**config.mk**
```make
export PLATFORM = sky130hd
export DESIGN_NAME = quote_engine
export DESIGN_NICKNAME = d
export VERILOG_FILES = /design/src/rtl/quote_engine.sv
export SDC_FILE = /design/constraint.sdc
export NUM_CORES = 1
export LEC_CHECK = 0
export CAP_MARGIN = 20
export CORE_MARGIN = 2
export CORE_UTILIZATION = 24
export DETAILED_ROUTE_END_ITERATION = 12
export PLACE_DENSITY = 0.49
export SLEW_MARGIN = 15
export SYNTH_ARGS = -nofsm -noshare
export SYNTH_HDL_FRONTEND = slang
export SYNTH_SLANG_ARGS = --single-unit
```
**constraint.sdc**
```tcl
create_clock -name i_clk -period 7.9 [get_ports i_clk]
set_input_delay 0.79 -clock i_clk [delete_from_list [all_inputs] [get_ports i_clk]]
set_output_delay 0.79 -clock i_clk [all_outputs]
set_load 0.05 [all_outputs]
```
**src/rtl/quote_engine.sv**
```systemverilog
// quote_engine: two-stage market-maker quote pipeline with per-stock throttle and show-ahead output FIFO.
// Define QUOTE_ENGINE_STATS_EN to add the o_drop_count throttle-discard counter port.
module quote_engine #(
    parameter int DATA_WIDTH   = 32,
    parameter int FP_WORD_SIZE = 64,
    parameter int NUM_STOCKS   = 4,
    parameter int FIFO_DEPTH   = 8,
    parameter int MIN_GAP      = 4
) (
    input  logic                          i_clk,
    input  logic                          i_reset_n,
    input  logic                          i_data_valid,
    output logic                          o_ready,
    input  logic [$clog2(NUM_STOCKS)-1:0] i_stock_id,
    input  logic [FP_WORD_SIZE-1:0]       i_ref_price,
    input  logic [FP_WORD_SIZE-1:0]       i_spread,
    input  logic                          i_buffer_full,
    input  logic [DATA_WIDTH-1:0]         i_best_bid,
    input  logic [DATA_WIDTH-1:0]         i_best_ask,
    output logic [DATA_WIDTH-1:0]         o_buy_price,
    output logic [DATA_WIDTH-1:0]         o_sell_price,
    output logic [$clog2(NUM_STOCKS)-1:0] o_stock_id,
    output logic                          o_data_valid,
    input  logic                          i_ready
`ifdef QUOTE_ENGINE_STATS_EN
    ,
    output logic [15:0]                   o_drop_count
`endif
);

    localparam int SW = $clog2(NUM_STOCKS);
    localparam int AW = $clog2(FIFO_DEPTH);
    localparam int GW = MIN_GAP > 1 ? $clog2(MIN_GAP) : 1;
    localparam int HF = FP_WORD_SIZE / 2;
    localparam logic [GW-1:0] GAP_LOAD = MIN_GAP > 0 ? GW'(MIN_GAP - 1) : '0;

    logic [FP_WORD_SIZE-1:0] half, bid_fp, ask_fp;
    logic [FP_WORD_SIZE:0]   ask_sum;
    logic [GW-1:0]           gap [NUM_STOCKS];
    logic                    accept, keep;

    assign accept  = i_data_valid && o_ready;
    assign keep    = accept && gap[i_stock_id] == '0;
    assign half    = i_spread >> 1;
    assign ask_sum = {1'b0, i_ref_price} + {1'b0, half};
    assign bid_fp  = i_ref_price >= half ? i_ref_price - half : '0;
    assign ask_fp  = ask_sum[FP_WORD_SIZE] ? '1 : ask_sum[FP_WORD_SIZE-1:0];

    // A kept quote reloads its own counter; every other counter just runs down.
    always_ff @(posedge i_clk or negedge i_reset_n) begin
        if (!i_reset_n) begin
            for (int i = 0; i < NUM_STOCKS; i++) gap[i] <= '0;
        end else begin
            for (int i = 0; i < NUM_STOCKS; i++)
                gap[i] <= (keep && i_stock_id == SW'(i)) ? GAP_LOAD :
                          (gap[i] != '0 ? gap[i] - GW'(1) : '0);
        end
    end

    logic                  s1_valid, s1_warm, s2_valid;
    logic [SW-1:0]         s1_stock, s2_stock;
    logic [DATA_WIDTH-1:0] s1_bid, s1_ask, s1_best_bid, s1_best_ask;
    logic [DATA_WIDTH-1:0] s2_buy, s2_sell, ask_m1, bid_p1, buy_q, sell_q;

    always_ff @(posedge i_clk or negedge i_reset_n) begin
        if (!i_reset_n) begin
            s1_valid <= 1'b0;
            s2_valid <= 1'b0;
        end else begin
            s1_valid <= keep;
            s2_valid <= s1_valid;
        end
    end

    always_ff @(posedge i_clk) begin
        if (accept) begin
            s1_stock    <= i_stock_id;
            s1_warm     <= i_buffer_full;
            s1_bid      <= DATA_WIDTH'(bid_fp >> HF);
            s1_ask      <= DATA_WIDTH'(ask_fp >> HF);
            s1_best_bid <= i_best_bid;
            s1_best_ask <= i_best_ask;
        end
        s2_stock <= s1_stock;
        s2_buy   <= buy_q;
        s2_sell  <= sell_q;
    end

    // Quotes never cross the book: buy stays below best ask, sell above best bid.
    assign ask_m1 = s1_best_ask - DATA_WIDTH'(1);
    assign bid_p1 = s1_best_bid + DATA_WIDTH'(1);
    assign buy_q  = !s1_warm ? s1_best_bid :
                    (s1_best_ask != '0 && s1_bid > ask_m1) ? ask_m1 : s1_bid;
    assign sell_q = !s1_warm ? s1_best_ask :
                    (s1_best_bid != '1 && s1_ask < bid_p1) ? bid_p1 : s1_ask;

    logic [DATA_WIDTH-1:0] fifo_buy   [FIFO_DEPTH];
    logic [DATA_WIDTH-1:0] fifo_sell  [FIFO_DEPTH];
    logic [SW-1:0]         fifo_stock [FIFO_DEPTH];
    logic [AW:0]           wr_ptr, rd_ptr, count;
    logic [AW+1:0]         inflight;
    logic                  pop;

    assign count        = wr_ptr - rd_ptr;
    assign o_data_valid = wr_ptr != rd_ptr;
    assign pop          = o_data_valid && i_ready;
    assign inflight     = (AW+2)'(count) + (AW+2)'(s1_valid) + (AW+2)'(s2_valid);
    assign o_ready      = inflight < (AW+2)'(FIFO_DEPTH);
    assign o_buy_price  = o_data_valid ? fifo_buy[rd_ptr[AW-1:0]] : '0;
    assign o_sell_price = o_data_valid ? fifo_sell[rd_ptr[AW-1:0]] : '0;
    assign o_stock_id   = o_data_valid ? fifo_stock[rd_ptr[AW-1:0]] : '0;

    always_ff @(posedge i_clk or negedge i_reset_n) begin
        if (!i_reset_n) begin
            wr_ptr <= '0;
            rd_ptr <= '0;
        end else begin
            wr_ptr <= s2_valid ? wr_ptr + (AW+1)'(1) : wr_ptr;
            rd_ptr <= pop ? rd_ptr + (AW+1)'(1) : rd_ptr;
        end
    end

    always_ff @(posedge i_clk) begin
        if (s2_valid) begin
            fifo_buy[wr_ptr[AW-1:0]]   <= s2_buy;
            fifo_sell[wr_ptr[AW-1:0]]  <= s2_sell;
            fifo_stock[wr_ptr[AW-1:0]] <= s2_stock;
        end
    end

`ifdef QUOTE_ENGINE_STATS_EN
    always_ff @(posedge i_clk or negedge i_reset_n) begin
        if (!i_reset_n)
            o_drop_count <= '0;
        else if (accept && !keep && o_drop_count != 16'hFFFF)
            o_drop_count <= o_drop_count + 16'd1;
    end
`endif

endmodule

```
=== Word-level counts from Yosys, hierarchy flattened ===
Memories as Yosys holds them, arrays and structs flattened.
Index checks and enable logic that the tools add are counted.
W data, S select, Z words.

* Register bits after elaboration: 215
* Bits in latches: 0
* RAM bits: 528
* Memory bits (read-only): 0
* Input bits: 199
* Word-level logic and storage cells: 80
* Memories: 3

* Add/sub/neg operators: 13
* Multipliers: 0
* Divide/modulo/power cells: 0
* Order comparisons: 5
* Eq/ne operators: 5
* Shifts and indexed selects: 0
* Multiplexer cells: 20
* Bitwise logic cells: 1
* Reductions and logical operators: 16

{| class="wikitable"
|+ Memories
! name !! depth !! bits a word !! read ports !! clocked after Yosys merged registers in !! write ports !! RTL line !! source
|-
| fifo_buy || 8 || 32 || 1 || 0 || 1 || 97 || <nowiki>logic [DATA_WIDTH-1:0] fifo_buy [FIFO_DEPTH];</nowiki>
|-
| fifo_sell || 8 || 32 || 1 || 0 || 1 || 98 || <nowiki>logic [DATA_WIDTH-1:0] fifo_sell [FIFO_DEPTH];</nowiki>
|-
| fifo_stock || 8 || 2 || 1 || 0 || 1 || 99 || <nowiki>logic [SW-1:0] fifo_stock [FIFO_DEPTH];</nowiki>
|}

{| class="wikitable"
|+ Operators by type and width
! cell !! number
|-
| $mux W32 || 6
|-
| $add A64 B63 Y65 || 1
|-
| $ge A64 B63 Y1 || 1
|-
| $sub A64 B63 Y64 || 1
|-
| $add A32 B1 Y32 const B || 1
|-
| $gt A32 B32 Y1 || 1
|-
| $lt A32 B32 Y1 || 1
|-
| $ne A32 B32 Y1 const B || 1
|-
| $reduce_bool A32 Y1 || 1
|-
| $sub A32 B1 Y32 const B || 1
|-
| $mux W2 || 11
|-
| $logic_and A1 B1 Y1 || 9
|-
| $add A4 B1 Y4 const B || 2
|-
| $reduce_bool A2 Y1 || 4
|-
| $sub A2 B1 Y2 const B || 4
|-
| $add A4 B1 Y5 || 1
|-
| $add A5 B1 Y5 || 1
|-
| $lt A5 B4 Y1 const B || 1
|-
| $bmux W2 S2 || 1
|-
| $eq A2 B2 Y1 const B || 2
|-
| $logic_not A2 Y1 || 2
|-
| $ne A4 B4 Y1 || 1
|-
| $sub A4 B4 Y4 || 1
|-
| $ge A3 B3 Y1 const B || 1
|-
| 3 further kinds || 4
|}

=== Logic depth before layout (Yosys ltp) ===
* Word-level depth: 8
* Depth in mapped cells: 21
* Depth with buffers taken out: 19

=== Least setup slack after synthesis ===
OpenSTA, ideal clock, no wires.

* Path type: reg2reg
* From: reg rd_ptr[1]
* To: reg s1_ask[0], enable pin
* Setup time: 0.484 ns
* Arrival time: 5.221 ns
* Data required time: 7.416 ns
* Setup slack: 2.195 ns
* Stages on the path, launching flop included: 12
* Buffers on the path: 3
* Cell sequence: dfrtp_1 clkbuf_1 clkbuf_1 clkbuf_1 inv_1 ha_1 a21o_1 a21oi_1 xnor2_1 o31a_1 nand2_1 inv_1

* Cells in the longest elaborated chain, start to end: 5

{| class="wikitable"
|+ RTL lines
! element !! RTL line !! source
|-
| start, declared || 100 || <nowiki>logic [AW:0] wr_ptr, rd_ptr, count;</nowiki>
|-
| start signal, assigned || 119 || <nowiki>rd_ptr <= pop ? rd_ptr + (AW+1)'(1) : rd_ptr;</nowiki>
|-
| $sub A4 B4 Y4 || 104 || <nowiki>assign count = wr_ptr - rd_ptr;</nowiki>
|-
| $add A4 B1 Y5 || 107 || <nowiki>assign inflight = (AW+2)'(count) + (AW+2)'(s1_valid) + (AW+2)'(s2_valid);</nowiki>
|-
| $add A5 B1 Y5 || 107 ||
|-
| $lt A5 B4 Y1 || 108 || <nowiki>assign o_ready = inflight < (AW+2)'(FIFO_DEPTH);</nowiki>
|-
| named net o_ready || 13 || <nowiki>output logic o_ready,</nowiki>
|-
| $logic_and A1 B1 Y1 || 42 || <nowiki>assign accept = i_data_valid && o_ready;</nowiki>
|-
| named net accept || 40 || <nowiki>logic accept, keep;</nowiki>
|-
| end signal, assigned || 80 || <nowiki>s1_ask <= DATA_WIDTH'(ask_fp >> HF);</nowiki>
|-
| end, declared || 62 || <nowiki>logic [DATA_WIDTH-1:0] s1_bid, s1_ask, s1_best_bid, s1_best_ask;</nowiki>
|}

The timed path passes the listed nets, and every way through them passes these cells.
A chain may end at the register's enable or synchronous reset.

=== Worst setup path in the final report ===
* From: reg s1_best_ask[3]
* To: reg s2_buy[16]

* Cells in the longest elaborated chain, start to end: 5
* Elaborated cells on any way between the ends: 6

{| class="wikitable"
|+ RTL lines
! element !! RTL line !! source
|-
| start, declared || 62 ||
|-
| start signal, assigned || 82 || <nowiki>s1_best_ask <= i_best_ask;</nowiki>
|-
| $sub A32 B1 Y32 || 90 || <nowiki>assign ask_m1 = s1_best_ask - DATA_WIDTH'(1);</nowiki>
|-
| $gt A32 B32 Y1 || 93 || <nowiki>(s1_best_ask != '0 && s1_bid > ask_m1) ? ask_m1 : s1_bid;</nowiki>
|-
| $logic_and A1 B1 Y1 || 93 ||
|-
| $mux W32 * || 93 ||
|-
| $mux W32 * || 92 || <nowiki>assign buy_q = !s1_warm ? s1_best_bid :</nowiki>
|-
| named net buy_q[16] || 63 || <nowiki>logic [DATA_WIDTH-1:0] s2_buy, s2_sell, ask_m1, bid_p1, buy_q, sell_q;</nowiki>
|-
| end signal, assigned || 85 || <nowiki>s2_buy <= buy_q;</nowiki>
|-
| end, declared || 63 ||
|}

The timed path passes the listed nets; every way through them passes the cells marked *.

==> metrics.csv <==
stage,metric,value,unit
status,status,"complete, no violations",
power_and_ir_drop,Sequential Power Share,0.385,
timing,Clock Skews,0.03017,ns
synthesis,syn avg cell area,13.17,um^2
synthesis,Ys Warns,0,
worst_setup_path,CP Launch Type,register,
die,Die Height,396.2,um
worst_setup_path,critical path's largest stage delay,0.62,ns
final_layout,area delta synth->final,21.02,%
worst_setup_path,critical path data required time,8.46,ns
clock_network,cts hold-fix bufs,0,
worst_setup_path,Worst Path Arrival,5.81,ns
power_and_ir_drop,cell-internal power,11000,uW
timing,RSZ-0062 raised after global routing,no,
synthesis,Synth Cell Area,36920,um^2
power_and_ir_drop,Pleak,0.01579,uW
synthesis,Yosys cell types,76,
synthesis,Yosys reg bits,743,
place,RePlAce Congestion,0.8674,
die,num rows,143,
die,Initial Utilization,0.2424,
routing,vias per std cell,4.602,
clock_network,maximum clock insertion buffer count,3,
routing,Routed Antenna Nets,0,
clock_network,CTS sink count,743,
routing,metal1 wirelength,52110,um
min_path,hold_sp,s1_stock[1],
grt,largest net degree at the start of global routing,104,
routing,top routing layer in use,met5,
power_and_ir_drop,clock power share,0.211,
routing,number of DRC markers in iteration 0,1800,
synthesis,Post-synth EDFFs,659,
timing,Max Clock Freq,190.2,MHz
routing,drt pass-1 iters,5,
synthesis,Synth Flop Type,edfxtp_1,
place,port bufs,265,
final_layout,# fillers,15380,
place,detailed placement HPWL,81610,um
power_and_ir_drop,PwrDens,411.4,nW/um^2
worst_setup_path,WS Path Type,reg2reg,
clock_network,clk slew on worst S/H paths,0.06,ns
synthesis,sequential area share after synthesis,0.5841,
final_layout,fin cells,5157,
routing,via count,23730,
synthesis,largest cells by area after synthesis,"edfxtp_1, mux4_2, ha_1",
die,IO Pins,267,
timing,final setup TNS,0,ns
die,Die Area,157000,um^2
worst_setup_path,critical path startpoint,s1_best_ask[3],
grt,gr ovfl total,0,
grt,initial antenna violation count,34,
clock_network,Post-CTS Repair Setup Buffers,0,
worst_setup_path,"Max FO, Critical Path",16,
routing,routed wl met2,52240,um
power_and_ir_drop,switching part of the total,0.4013,
timing,Slew headroom,0.2778,
clock_network,H-tree lvl count,3,
timing,Finish-stage setup viols,0,
synthesis,cell accounting for the most synthesized area,edfxtp_1,
place,placed insts,5003,
job,max-cap viol count,0,
worst_setup_path,r2r startpoint,s1_best_ask[3],
clock_network,root buf cell,clkbuf_16,
timing,Slew @ Worst Pin,1.081,ns
synthesis,syn nets,3200,
power_and_ir_drop,Comb pwr share,0.404,
synthesis,top-area cell type share of the netlist area,0.5361,
timing,final max-slew violation count,0,
final_layout,layout cells sized above 1,0.1201,
synthesis,post-synthesis async set-or-reset flop share,0.02423,
routing,wire length per cell,22.21,um
routing,met3 wire length,7433,um
timing,Final period util,0.6654,
die,core area,152300,um^2
routing,final WL,114500,um
grt,number of global-route vias before repair,23640,
worst_setup_path,CP endpoint kind,register,
clock_network,CTS Buf Count,82,
worst_setup_path,Buf/Inv on CP,1,
timing,WHS,0.3559,ns
clock_network,"Clk Latency, worst-skew pair",0.63,ns
timing,final hold vios,0,
clock_network,post-CTS sizing,0,
final_layout,Layout Nets,3455,
synthesis,Gate Count Post-Synth,2802,
clock_network,CTS tree,yes,
worst_setup_path,"CP delay by family, top",simple AND/OR/NAND/NOR gates,
worst_setup_path,"slowest stage cell, crit path",nor4_1,
min_path,worst hold path type,reg2reg,
grt,GRT Overall Usage,0.1420,
routing,DRC viols,0,
power_and_ir_drop,net switching power,7375,uW
die,Die X,396.2,um
timing,minimum clock period,5.256,ns
grt,global-route wire length before repair,164000,um
worst_setup_path,crit path cell chain,or4_4 > nor3_4 > nand2_2 > or2_4 > or4_4 > nor4_4 > nand2_2 > xnor2_2 > ha_1 > nand4_1 > nor4_1 > a21oi_1 > a211oi_4 > buf_4 > mux2i_1 > mux2_2,
power_and_ir_drop,Worst VDD drop,0.0002537,V
-- layout by cell type (no fill, tap or decap), types with 60 or more instances in the layout --
| master | count |
|---|---|
| mux2_2 | 60 |
| nand2_1 | 246 |
| edfxtp_1 | 659 |
| nor2_1 | 152 |
| clkbuf_16 | 85 |
| ha_1 | 198 |
| xnor2_1 | 87 |
| mux4_2 | 132 |
| a21oi_1 | 206 |
| mux2i_1 | 65 |
| dfxtp_1 | 66 |
| inv_1 | 206 |
| o21ai_0 | 66 |
| clkdlybuf4s50_1 | 265 |
-- path summary, 6_finish.rpt --
path,to,slack (ns),cells after the start
worst max-delay path,s2_buy[16],2.64,16
min in group asynchronous,rd_ptr[2],0.68,1
worst max register to register,s2_buy[16],2.64,16
worst min-delay path,s2_stock[1],0.36,0
worst min register to register,s2_stock[1],0.36,0
max in group asynchronous,rd_ptr[0],6.57,1
-- cell type report --
class / count / area, um^2 / area share
well taps: 2030 / 2540 / 0.05685
repair buffers: 290 / 2865 / 0.06413
clock inverters: 40 / 475.5 / 0.01064
multi-input cells: 1732 / 14180 / 0.3174
clock buffers: 110 / 2251 / 0.05038
diodes: 4 / 10.01 / 0.0002241
flip-flops and latches: 743 / 21570 / 0.4828
inverters: 208 / 785.8 / 0.01759
-- stage by stage --
stage / total power (uW) / util / area [um^2] / setup slack (ns)
2_1_floorplan: 11730 / - / 36920 / 2.195
3_3_place_gp: 14700 / 0.2754 / 41940 / 2.458
3_5_place_dp: 14720 / 0.2754 / 41940 / 2.479
4_1_cts: 18650 / 0.2933 / 44670 / 2.574
5_1_grt: 19410 / 0.2934 / 44670 / 2.291
6_report: 18380 / 0.2934 / 44680 / 2.644
-- cell usage after synthesis, types with 44 or more instances --
library cell and number:
a21oi_1 206, clkbuf_1 76, dfxtp_1 66, edfxtp_1 659
ha_1 198, inv_1 208, mux2_2 60, mux2i_1 65
mux4_2 132, nand2_1 246, nand4_1 44, nor2_1 159
o21ai_0 66, xnor2_1 87
-- power by group through the flow --
stage,logic (uW),registers (uW),clock network [uW]
after floorplan,5270,6460,0
after global placement,7570,7130,0
after detailed placement,7560,7150,0
after CTS,7610,7080,3970
after global routing,8080,7210,4120
final,7430,7070,3880
-- worst reg2reg max path, cell delays in order (launching register included) --
cell      delay (ns)
edfxtp_1        0.50
or4_4           0.57
nor3_4          0.18
nand2_2         0.17
or2_4           0.29
or4_4           0.49
nor4_4          0.33
nand2_2         0.11
xnor2_2         0.16
ha_1            0.29
nand4_1         0.14
nor4_1          0.62
a21oi_1         0.21
a211oi_4        0.21
buf_4           0.32
mux2i_1         0.36
mux2_2          0.20
-- metal layers --
metal | vias to the layer above | global-route usage
met5 | - | 0
met4 | 22 | 0.03721
met3 | 161 | 0.02708
met2 | 742 | 0.2246
met1 | 11760 | 0.1984
li1 | 11050 | -
-- cells by family after synthesis --
family,share of synthesized area
AND/OR/NAND/NOR,0.08524
buffers and inverters,0.03403
adder cells (fa/ha/maj),0.06765
multiplexers,0.1165
flip-flops,0.5841
XOR/XNOR,0.02986
AO/OA/AOI/OAI,0.08270
-- state kept, by name, summed over array words and instances (netlist names), 2 cells and up --
register	cells
fifo_buy	256
fifo_sell	256
fifo_stock	16
gap	8
rd_ptr	4
s1_ask	32
s1_best_ask	32
s1_best_bid	32
s1_bid	32
s1_stock	2
s2_buy	32
s2_sell	32
s2_stock	2
wr_ptr	4
No activity file was read; power rests on OpenSTA's default activity.
